<file path="src/rtl/parity_arbiter.sv">
// Round-robin arbiter sharing a single XOR-reduction parity unit among NUM_REQ
// requesters, with valid/ready handshakes on both the request and result sides.
module parity_arbiter #(
  parameter int unsigned NUM_REQ    = 4,
  parameter int unsigned DATA_W     = 32,
  parameter int unsigned ID_W       = 2,
  parameter int unsigned ODD_PARITY = 0
) (
  input  logic                      clk,
  input  logic                      reset,
  input  logic [NUM_REQ-1:0]        req_valid,
  input  logic [NUM_REQ*DATA_W-1:0] req_data,
  output logic [NUM_REQ-1:0]        req_ready,
  output logic                      res_valid,
  output logic                      res_parity,
  output logic [ID_W-1:0]           res_id,
  input  logic                      res_ready,
  output logic                      busy,
  output logic [15:0]               txn_count
);

  typedef enum logic [1:0] {
    IDLE = 2'd0,
    CALC = 2'd1,
    DONE = 2'd2
  } state_t;

  state_t              state;
  logic [ID_W-1:0]     rr_ptr;
  logic [ID_W-1:0]     id_reg;
  logic [DATA_W-1:0]   data_reg;

  logic [NUM_REQ-1:0]  grant;
  logic [ID_W-1:0]     gnt_id;
  logic [ID_W-1:0]     gnt_ptr;
  logic [DATA_W-1:0]   gnt_data;
  logic                grant_en;
  logic                granted;

  // First valid requester at or after rr_ptr, wrapping modulo NUM_REQ.
  always_comb begin
    int  pos;
    logic found;
    grant    = '0;
    gnt_id   = '0;
    gnt_ptr  = '0;
    gnt_data = '0;
    found    = 1'b0;
    pos      = 0;
    for (int k = 0; k < int'(NUM_REQ); k++) begin
      pos = int'(rr_ptr) + k;
      if (pos >= int'(NUM_REQ)) pos = pos - int'(NUM_REQ);
      for (int i = 0; i < int'(NUM_REQ); i++) begin
        if (!found && req_valid[i] && (pos == i)) begin
          found    = 1'b1;
          grant[i] = 1'b1;
          gnt_id   = ID_W'(i);
          gnt_ptr  = (i == int'(NUM_REQ) - 1) ? '0 : ID_W'(i + 1);
          gnt_data = req_data[i*DATA_W +: DATA_W];
        end
      end
    end
  end

  // Grants only in IDLE, or in DONE while the consumer takes the result.
  always_comb begin
    grant_en  = (state == IDLE) || ((state == DONE) && res_ready);
    req_ready = grant_en ? grant : '0;
    granted   = |req_ready;
  end

  always_ff @(posedge clk or posedge reset) begin
    if (reset) begin
      state      <= IDLE;
      rr_ptr     <= '0;
      id_reg     <= '0;
      data_reg   <= '0;
      res_valid  <= 1'b0;
      res_parity <= 1'b0;
      res_id     <= '0;
      busy       <= 1'b0;
      txn_count  <= '0;
    end else begin
      case (state)
        IDLE: begin
          if (granted) begin
            data_reg <= gnt_data;
            id_reg   <= gnt_id;
            rr_ptr   <= gnt_ptr;
            busy     <= 1'b1;
            state    <= CALC;
          end
        end
        CALC: begin
          res_parity <= (^data_reg) ^ (ODD_PARITY != 0);
          res_id     <= id_reg;
          res_valid  <= 1'b1;
          state      <= DONE;
        end
        DONE: begin
          if (res_ready) begin
            res_valid <= 1'b0;
            txn_count <= txn_count + 16'd1;
            if (granted) begin
              data_reg <= gnt_data;
              id_reg   <= gnt_id;
              rr_ptr   <= gnt_ptr;
              state    <= CALC;
            end else begin
              busy  <= 1'b0;
              state <= IDLE;
            end
          end
        end
        default: begin
          busy      <= 1'b0;
          res_valid <= 1'b0;
          state     <= IDLE;
        end
      endcase
    end
  end

endmodule

</file>
<file path="config.mk">
export PLATFORM = sky130hd
export DESIGN_NAME = parity_arbiter
export DESIGN_NICKNAME = d
export VERILOG_FILES = /design/src/rtl/parity_arbiter.sv
export SDC_FILE = /design/constraint.sdc
export NUM_CORES = 1
export LEC_CHECK = 0
export ABC_CLOCK_PERIOD_IN_PS = 2300
export CAP_MARGIN = 40
export CORE_AREA = 2 2 130 132
export DETAILED_ROUTE_END_ITERATION = 12
export DIE_AREA = 0 0 132 134
export GPL_TIMING_DRIVEN = 0
export PLACE_DENSITY = 0.67
export RECOVER_POWER = 100
export SETUP_SLACK_MARGIN = 0.5
export SLEW_MARGIN = 20
export SYNTH_ARGS = -nofsm -noshare
export SYNTH_HDL_FRONTEND = slang
export SYNTH_SLANG_ARGS = --single-unit
export TNS_END_PERCENT = 1
</file>
<file path="constraint.sdc">
create_clock -name clk -period 2.3 [get_ports clk]
set_input_delay 0.46 -clock clk [delete_from_list [all_inputs] [get_ports clk]]
set_output_delay 0.46 -clock clk [all_outputs]
set_load 0.005 [all_outputs]
</file>
==> results of run 1 <==
## layer usage
| metal | GRT usage [%] | up-vias |
|---|---|---|
| li1 | - | 3811 |
| met1 | 47.6 | 4151 |
| met2 | 54.2 | 867 |
| met3 | 8.24 | 204 |
| met4 | 19.3 | 0 |
| met5 | 0 | - |
## final cells by class
class / instances / area (um2) / area share (%)
Clock buffer: 10 / 239 / 2.49
Sequential cell: 59 / 1480 / 15.4
Timing Repair Buffer: 191 / 1820 / 18.9
Tap cell: 220 / 275 / 2.87
Inverter: 11 / 46.3 / 0.482
Clock inverter: 6 / 65.1 / 0.677
Multi-Input combinational cell: 703 / 4900 / 51.1
Buffer: 81 / 777 / 8.09
## stage by stage
stage	instances	worst slack [ns]	utilization, %
2_1_floorplan	854	0.384	-
3_3_place_gp	1233	-1.03	51.2
3_5_place_dp	1235	-0.986	51.4
4_1_cts	1276	0.0561	56.8
5_1_grt	1281	-0.0336	59.0
6_report	1281	0.00218	59.0
## worst min path at each step
| stage | startpoint | depth (start not counted) | end | slack [ns] |
|---|---|---|---|---|
| CTS | txn_count[15]$_DFFE_PP0P_ | 1 | txn_count[15]$_DFFE_PP0P_ | 0.48 |
| global placement | txn_count[15]$_DFFE_PP0P_ | 1 | txn_count[15]$_DFFE_PP0P_ | 0.46 |
| floorplan | id_reg[0]$_DFFE_PP0P_ | 2 | id_reg[0]$_DFFE_PP0P_ | 0.44 |
| global route | res_parity$_DFFE_PP0P_ | 2 | res_parity$_DFFE_PP0P_ | 0.50 |
| detailed placement | txn_count[15]$_DFFE_PP0P_ | 1 | txn_count[15]$_DFFE_PP0P_ | 0.47 |
| finish | txn_count[15]$_DFFE_PP0P_ | 1 | txn_count[15]$_DFFE_PP0P_ | 0.47 |
## worst max-delay path, cell delays in order
cell             delay (ns)
clkdlybuf4s15_1        0.32
buf_4                  0.26
nor4_2                 0.37
nand2b_1               0.21
clkbuf_2               0.21
inv_1                  0.13
clkbuf_2               0.27
nor2_1                 0.19
o22ai_1                0.11
## placed cells by master (no fill, tap or decap), types with 5 or more instances in the layout
cell             netlist  routed
nand4_1                7       7
a221oi_1              73      60
a222oi_1               8       8
xnor2_1               37      37
buf_12                 0       6
nor2_2                 2       6
buf_6                  0      23
buf_4                  7      40
clkdlybuf4s50_1        0     130
a21oi_1              105     100
o211ai_1               5       5
o22ai_1               53      53
and2_1                 5       5
buf_2                 41      11
clkbuf_2               0      17
and3_1                 7       7
nand3_1               19      17
nor2_1                61      54
o221ai_1              37      31
clkbuf_4               0      13
nor3_1                19      17
dfrtp_1               59      57
o21ai_0               32      30
o22a_1                12      12
nor2b_1               13      12
a21o_1                12      11
inv_1                 11       9
a221oi_2               1      14
o21ai_1               25      27
o221ai_2               0       6
nand2_1               63      58
clkbuf_16              0      11
xor2_1                 9       9
buf_8                  0       5
a22oi_1               10      10
a22o_1                13      13
clkinvlp_4             0       5
nand2b_1              11       9
dlygate4sd3_1          0      20
## power by group through the flow
stage,clock network (mW),logic [mW],registers [mW]
after floorplan,0,4.87,1.77
after global placement,0,6.84,1.88
after detailed placement,0,6.92,1.89
after CTS,1.40,7.79,1.86
after global routing,1.44,8.88,1.92
final,1.40,8.42,1.88
## kinds of logic after synthesis
group           Yosys count  synth area share, %
simple gates            234                 18.3
mux                       6                 1.18
fa+ha+maj                 1                0.194
xor+xnor                 46                 6.25
compound gates          416                 44.7
flops                    59                 22.9
buf+inv                  92                 6.56
## repair_timing
action | CTS | global route
pin swaps | 15 | 27
buffers inserted | 25 | 5
gates cloned | 0 | 0
endpoints found under the setup margin | 51 | 51
gates resized for setup | 145 | 132
hold buffers | 0 | 0
==> results.json, run 1 <==
{
  "clock_skew_ns": 0.00568,
  "place_area_um2": 8370,
  "rsz0062_at_grt": "true",
  "die_y_um": 134,
  "postSynthAreaPerCell_um2": 7.55,
  "fill_cells": 1511,
  "area_growth_pct": 48.9,
  "insertion_delay_ns": 0.34,
  "cp-startpoint": "req_valid[0]",
  "m1WireLength_mm": 12.6,
  "r2r_cells": 7,
  "combPwrFrac_pct": 72.0,
  "yosysSeqAreaShare_pct": 22.9,
  "tns_ns": 0,
  "max_slew_margin_pct": 8.93,
  "status": "finished clean",
  "hold_class": "register to register",
  "switching_share_pct": 46.6,
  "synth_edf_count": 0,
  "postRouteAntennaNets": 0,
  "tightest_slew_ns": 1.36,
  "crit_path_end_kind": "register",
  "setup.worst_path.class": "input port to register",
  "setup_violations": 0,
  "drtIter0Drc": 1802,
  "crit_required_ns": 2.51,
  "crit_arrival_ns": 2.51,
  "fmax_mhz": 435,
  "antenna_found_initial": 0,
  "p_int_mw": 6.25,
  "largest_reg_flops": 32,
  "hold_viol_final": 0,
  "grt_pass1_wl_mm": 48.8,
  "period_share_pct": 99.9,
  "synth_cells": 854,
  "yosysUniqueCellTypes": 68,
  "synth_async_sr_flop_share_pct": 100,
  "rr_startpoint": "rr_ptr[0]$_DFFE_PP0P_",
  "power_density_nw_per_um2": 1220,
  "stdcell_area_um2": 9600,
  "seqPwrFrac_pct": 16.1,
  "vias_per_cell": 7.05,
  "top_layer_used": "met4",
  "synth-main-ff-cell": "dfrtp_1",
  "grt_pass1_vias": 8194,
  "core_um2": 16300,
  "drv_cap": 0,
  "cts_tree": "built",
  "io_pins": 160,
  "synth_top_area_share_pct": 22.9,
  "endpoint": "data_reg[8]$_DFFE_PP0P_",
  "wire_per_inst_um": 26.1,
  "p_leak_nw": 3.68,
  "clockRootBuffer": "clkbuf_16",
  "synthTopCellsByArea": "dfrtp_1 23%, a221oi_1 9.9%, a21oi_1 8.1%, o22ai_1 5.1%, o221ai_1 5.0%",
  "row_count": 47,
  "finalCriticalPeriod_ns": 2.30,
  "reg2reg_to": "data_reg[7]$_DFFE_PP0P_",
  "syn_area_um2": 6450,
  "dpl.hpwl_mm": 23.2,
  "grt_overflow": 0,
  "met3_wirelength_mm": 4.47,
  "clkTransAtPathRegs_ns": 0.05,
  "drc": 0,
  "worst-r2r-setup-slack_ns": 0.002,
  "chipWidth_um": 132,
  "met2_length_mm": 14.4,
  "power_switching_mw": 5.45,
  "yosysTopAreaCell": "dfrtp_1",
  "start_kind": "input port",
  "drtPass1Iterations": 8,
  "grt_usage_pct": 35.9,
  "ir_drop_v": 0.000593,
  "fin_nets": 1192,
  "h-tree-depth": 3,
  "wirelength_mm": 33.4,
  "finalPower_mw": 11.7,
  "yosysMostFrequentCell": "a21oi_1",
  "initial_core_util_pct": 39.6,
  "clockBufferDepth": 2,
  "portBuffers": 159,
  "ys_warn_count": 0,
  "dieArea_um2": 17700,
  "clockPowerShare_pct": 12.0,
  "cts_num_sinks": 59,
  "cp_max_fo": 10,
  "synth_fp_nets": 990,
  "ys_seq_elements": 59,
  "gp_congestion": 1.03,
  "cts_inserted_buffers": 9,
  "vias": 9033,
  "finalHoldWorstSlack_ns": 0.468,
  "grt_max_degree": 33,
  "antenna_cells": 0,
  "drive_above_1_share_pct": 20.0,
  "synth.cells.most_frequent": "105 x a21oi_1, 73 x a221oi_1, 63 x nand2_1",
  "drv_slew": 0
}
(Power assumes the default switching activity.)
==> inputs of run 2 (changes only) <==
Settings changed: SLEW_MARGIN 20 to 5.
==> run 2 against run 1 <==
Compared with the run above: wire length is 0.88% lower; the run now ends with negative setup slack left; largest cell class unchanged; hold slack worse by 0.0032 ns; clock power hardly changed.
==> results.json, run 2 (synthesized netlist as in run 1, its figures left out) <==
{
  "status": "finished with violations",
  "violations": "negative setup slack",
  "start_kind": "register",
  "grt_pass1_vias": 8284,
  "finalCriticalPeriod_ns": 2.35,
  "antenna_found_initial": 0,
  "insertion_delay_ns": 0.35,
  "stdcell_area_um2": 9340,
  "period_share_pct": 102,
  "dpl.hpwl_mm": 23.3,
  "grt_overflow": 0,
  "fill_cells": 1554,
  "initial_core_util_pct": 39.6,
  "clockPowerShare_pct": 12.3,
  "vias_per_cell": 6.97,
  "gp_congestion": 1.03,
  "seqPwrFrac_pct": 16.5,
  "rsz0062_at_grt": "true",
  "drtIter0Drc": 1564,
  "grt_pass1_wl_mm": 48.7,
  "place_area_um2": 8370,
  "vias": 8907,
  "combPwrFrac_pct": 71.2,
  "antenna_cells": 0,
  "p_leak_nw": 3.58,
  "crit_arrival_ns": 2.55,
  "ir_drop_v": 0.000562,
  "wirelength_mm": 33.1,
  "die_y_um": 134,
  "power_switching_mw": 5.30,
  "fin_nets": 1188,
  "setup.worst_path.class": "register to register",
  "clockBufferDepth": 2,
  "grt_usage_pct": 35.8,
  "p_int_mw": 6.06,
  "final_common_cell": "clkdlybuf4s50_1",
  "setup_violations": 9,
  "io_pins": 160,
  "fin_util_pct": 57.4,
  "area_growth_pct": 44.8,
  "grt_max_degree": 37,
  "core_um2": 16300,
  "max_slew_margin_pct": 21.7,
  "cts_num_sinks": 59,
  "power_density_nw_per_um2": 1220,
  "layout_common_cells": "128 x clkdlybuf4s50_1, 103 x a21oi_1, 67 x a221oi_1, 59 x nand2_1, 58 x dfrtp_1",
  "postRouteAntennaNets": 0,
  "drv_cap": 0,
  "timing.final.ws_setup_ns": -0.0498,
  "row_count": 47,
  "portBuffers": 159,
  "hold_viol_final": 0,
  "clkTransAtPathRegs_ns": 0.06,
  "cts_tree": "built",
  "crit_required_ns": 2.50,
  "h-tree-depth": 3,
  "cts_inserted_buffers": 9,
  "tightest_slew_ns": 1.17,
  "finalPower_mw": 11.4,
  "finalHoldWorstSlack_ns": 0.465,
  "clock_skew_ns": 0.00606,
  "fmax_mhz": 426,
  "wire_per_inst_um": 25.9,
  "clockRootBuffer": "clkbuf_16",
  "chipWidth_um": 132,
  "crit_path_end_kind": "register",
  "drtPass1Iterations": 9,
  "switching_share_pct": 46.7,
  "largest_reg_flops": 32,
  "hold_class": "register to register",
  "drive_above_1_share_pct": 16.8,
  "drv_slew": 0,
  "cp_max_fo": 9,
  "drc": 0,
  "dieArea_um2": 17700,
  "place_inst": 1235,
  "final_cells": 1277
}
[run 2: cell types whose count changed in the layout (fill, tap and decap cells not counted), moves of 3 or more]
cell,previous run,this run
clkbuf_1,0,5
a221oi_1,60,67
o21ai_0,30,33
buf_4,40,35
buf_6,23,19
a21oi_1,100,103
a221oi_2,14,7
buf_2,11,14
o21ai_1,27,24
[run 2: per-layer routing]
layer	part of all wire (%)	up-vias	track usage, %
met3	13	171	9.71
met1	38	4125	46.5
met5	0	-	0.278
li1	-	3811	-
met2	43	800	54.2
met4	5.8	0	19.5
[run 2: power groups by stage]
stage               clock, mW  combinational [mW]  sequential (mW)
finish                   1.40                8.09             1.87
global route             1.45                8.55             1.92
CTS                      1.40                7.65             1.86
detailed placement          0                6.93             1.89
global placement            0                6.84             1.88
floorplan                   0                4.87             1.77
[run 2: layout make-up]
| class | count | area [um2] | area share [%] |
|---|---|---|---|
| clock buffers | 10 | 239 | 2.56 |
| flip-flops and latches | 59 | 1480 | 15.8 |
| multi-input cells | 703 | 4760 | 50.9 |
| repair buffers | 187 | 1780 | 19.1 |
| inverters | 11 | 46.3 | 0.495 |
| plain buffers | 81 | 697 | 7.46 |
| clock inverters | 6 | 65.1 | 0.696 |
| well taps | 220 | 275 | 2.95 |
[run 2: timing repair]
item,CTS,global route
buffers inserted,21,5
pin swaps,10,8
hold buffers,0,0
resized for setup,128,74
endpoints found under the setup margin,51,51
[run 2: final timing paths]
kind | slack, ns | cells after the start | end | startpoint
worst max-delay path | -0.05 | 8 | data_reg[15]$_DFFE_PP0P_ | rr_ptr[1]$_DFFE_PP0P_
worst min-delay path | 0.46 | 1 | txn_count[15]$_DFFE_PP0P_ | txn_count[15]$_DFFE_PP0P_
worst max register to register | -0.05 | 8 | data_reg[15]$_DFFE_PP0P_ | rr_ptr[1]$_DFFE_PP0P_
worst min register to register | 0.46 | 1 | txn_count[15]$_DFFE_PP0P_ | txn_count[15]$_DFFE_PP0P_
max in group asynchronous | 0.34 | 3 | rr_ptr[0]$_DFFE_PP0P_ | reset
min in group asynchronous | 0.81 | 2 | data_reg[14]$_DFFE_PP0P_ | reset
[run 2: metrics by stage]
| step | setup WS (ns) | TNS (ns) |
|---|---|---|
| floorplan | 0.384 | 0 |
| global placement | -1.03 | -32.64 |
| detailed placement | -0.986 | -32.34 |
| CTS | 0.0302 | 0 |
| global route | -0.0739 | -1.00 |
| finish | -0.0498 | -0.253 |
[run 2: critical path, stage by stage, from the launching register on]
cell and delay [ns]:
dfrtp_1 0.38, buf_6 0.14, buf_6 0.12, nor2_1 0.27
nand3_1 0.51, o221ai_1 0.38, a21oi_1 0.08, o221ai_1 0.24
o21ai_1 0.10
==> inputs of run 3 (changes only) <==
Settings changed: CORE_AREA 2 2 130 132 to 2 2 116 118, CTS_CLUSTER_DIAMETER from default to 100, DIE_AREA 0 0 132 134 to 0 0 118 120, PLACE_DENSITY 0.67 to 0.81.
==> run 3 against run 2 <==
Compared with the run above: the run still ends with negative setup slack left; largest cell class unchanged; register-to-register slack better by 0.03 ns; critical endpoint is now data_reg[7]$_DFFE_PP0P_; sequential cell count stayed put; via count rose by 6.0%.
==> results.json, run 3 (synthesized netlist as in run 1, its figures left out) <==
{
  "status": "finished with violations",
  "violations": "negative setup slack",
  "initial_core_util_pct": 49.7,
  "die_y_um": 120,
  "insertion_delay_ns": 0.35,
  "hold_class": "register to register",
  "clockRootBuffer": "clkbuf_16",
  "finalCriticalPeriod_ns": 2.32,
  "drive_above_1_share_pct": 20.1,
  "crit_required_ns": 2.53,
  "fmax_mhz": 431,
  "tightest_slew_ns": 1.14,
  "wirelength_mm": 33.9,
  "grt_overflow": 0,
  "p_leak_nw": 3.66,
  "dieArea_um2": 14200,
  "drv_slew": 0,
  "crit_chain": "buf_4 > and2b_1 > buf_12 > nand3_1 > o22ai_1 > a31o_1 > a21o_1 > a311oi_1",
  "setup_violations": 2,
  "crit_path_end_kind": "register",
  "cts_inserted_buffers": 9,
  "core_um2": 13000,
  "cts_tree": "built",
  "cts_num_sinks": 59,
  "layout_common_cells": "128 x clkdlybuf4s50_1, 100 x a21oi_1, 58 x a221oi_1, 58 x dfrtp_1, 57 x nand2_1",
  "wire_per_inst_um": 27.4,
  "cp_max_fo": 10,
  "drtPass1Iterations": 8,
  "hold_viol_final": 0,
  "drv_cap": 0,
  "max_slew_margin_pct": 23.4,
  "ir_drop_v": 0.000818,
  "dpl.hpwl_mm": 23.1,
  "critPathBufInv": 2,
  "clock_skew_ns": 0.0109,
  "hold_start": "res_parity$_DFFE_PP0P_",
  "reg2reg_to": "data_reg[7]$_DFFE_PP0P_",
  "fin_util_pct": 72.8,
  "io_pins": 160,
  "row_count": 42,
  "h-tree-depth": 3,
  "final_common_cell": "clkdlybuf4s50_1",
  "vias_per_cell": 7.63,
  "rr_startpoint": "rr_ptr[0]$_DFFE_PP0P_",
  "grt_pass1_vias": 8699,
  "r2r_cells": 8,
  "drtIter0Drc": 1981,
  "period_share_pct": 101,
  "fin_nets": 1192,
  "worst-r2r-setup-slack_ns": -0.02,
  "setup.worst_path.class": "register to register",
  "whs_path_depth": 2,
  "chipWidth_um": 118,
  "grt_pass1_wl_mm": 49.8,
  "cpPeakStageDelay_ns": 0.42,
  "fill_cells": 1054,
  "timing.final.ws_setup_ns": -0.0228,
  "antenna_found_initial": 1,
  "grt_usage_pct": 45.6,
  "portBuffers": 159,
  "vias": 9437,
  "power_density_nw_per_um2": 1250,
  "finalHoldWorstSlack_ns": 0.477,
  "antenna_cells": 0,
  "area_growth_pct": 46.5,
  "worst_hold_path.endpoint": "res_parity$_DFFE_PP0P_",
  "largest_reg_flops": 32,
  "drc": 0,
  "postRouteAntennaNets": 0,
  "clockBufferDepth": 2,
  "critical_path.top_delay_family": "compound AO/OA/AOI/OAI gates",
  "slowest_stage": "dfrtp_2",
  "gp_congestion": 1.03,
  "start_kind": "register",
  "rsz0062_at_grt": "true",
  "clkTransAtPathRegs_ns": 0.06,
  "crit_arrival_ns": 2.55,
  "grt_max_degree": 37
}
-- run 3: cell types whose count changed in the layout (fill, tap and decap cells not counted), sizes merged --
| cell | previous run | this run |
|---|---|---|
| inv | 9 | 12 |
| clkinvlp | 6 | 2 |
| clkinv | 1 | 3 |
| buf | 75 | 87 |
| dlygate4sd2 | 3 | 2 |
| clkbuf | 48 | 41 |
| clkdlybuf4s15 | 2 | 1 |
-- run 3: worst max-delay path by stage --
stage,startpoint,endpoint,slack [ns],cells after the start
2_1_floorplan,req_valid[3],data_reg[16]$_DFFE_PP0P_,0.38,9
3_3_place_gp,req_valid[3],req_ready[0],-1.0,8
3_5_place_dp,req_valid[3],req_ready[0],-0.99,8
4_1_cts,rr_ptr[1]$_DFFE_PP0P_,req_ready[1],0.07,8
5_1_grt,req_valid[3],data_reg[4]$_DFFE_PP0P_,-0.07,10
6_report,rr_ptr[0]$_DFFE_PP0P_,data_reg[7]$_DFFE_PP0P_,-0.02,8
-- run 3: layer usage --
layer	GRT usage, %	routed length (um)	vias to the layer above
met5	4.78	86	-
met4	27.6	2510	2
met3	12.3	5490	262
met2	68.1	13900	1085
met1	58.4	11900	4262
li1	-	-	3826
-- run 3: power by group --
part           internal, mW  total (mW)  switching [mW]
clock network         0.860        1.46           0.598
logic                  3.80        8.44            4.64
registers              1.49        1.87           0.381
-- run 3: through the flow --
stage	instances	cell area [um2]	setup WS, ns	setup TNS (ns)	total power, mW
floorplan	854	6480	0.384	0	6.64
global route	1237	9450	-0.0731	-0.134	12.2
finish	1237	9450	-0.0228	-0.0418	11.8
CTS	1228	9190	0.0743	0	11.0
detailed placement	1191	8310	-0.991	-32.01	8.78
global placement	1189	8290	-0.997	-31.63	8.68
-- run 3: tightest hold or removal path: stages, from the launching register on --
cell,delay (ns)
dfrtp_1,0.34
nand2_1,0.04
o21ai_0,0.06
-- run 3: repair_timing --
item / in CTS / in global routing
endpoints found under the hold margin: 0 / 0
resized for setup: 157 / 78
buffers inserted: 21 / 8
cloned: 0 / 1
endpoints found under the setup margin: 51 / 54
pin swaps: 22 / 18
hold buffers: 0 / 0
-- run 3: area by class of cell --
| type | count | area (um2) | area share [%] |
|---|---|---|---|
| multi-input cells | 703 | 4900 | 51.8 |
| repair buffers | 191 | 1820 | 19.2 |
| flip-flops and latches | 59 | 1480 | 15.6 |
| plain buffers | 81 | 679 | 7.19 |
| clock buffers | 9 | 225 | 2.38 |
| well taps | 176 | 220 | 2.33 |
| clock inverters | 7 | 85.1 | 0.901 |
| inverters | 11 | 46.3 | 0.490 |
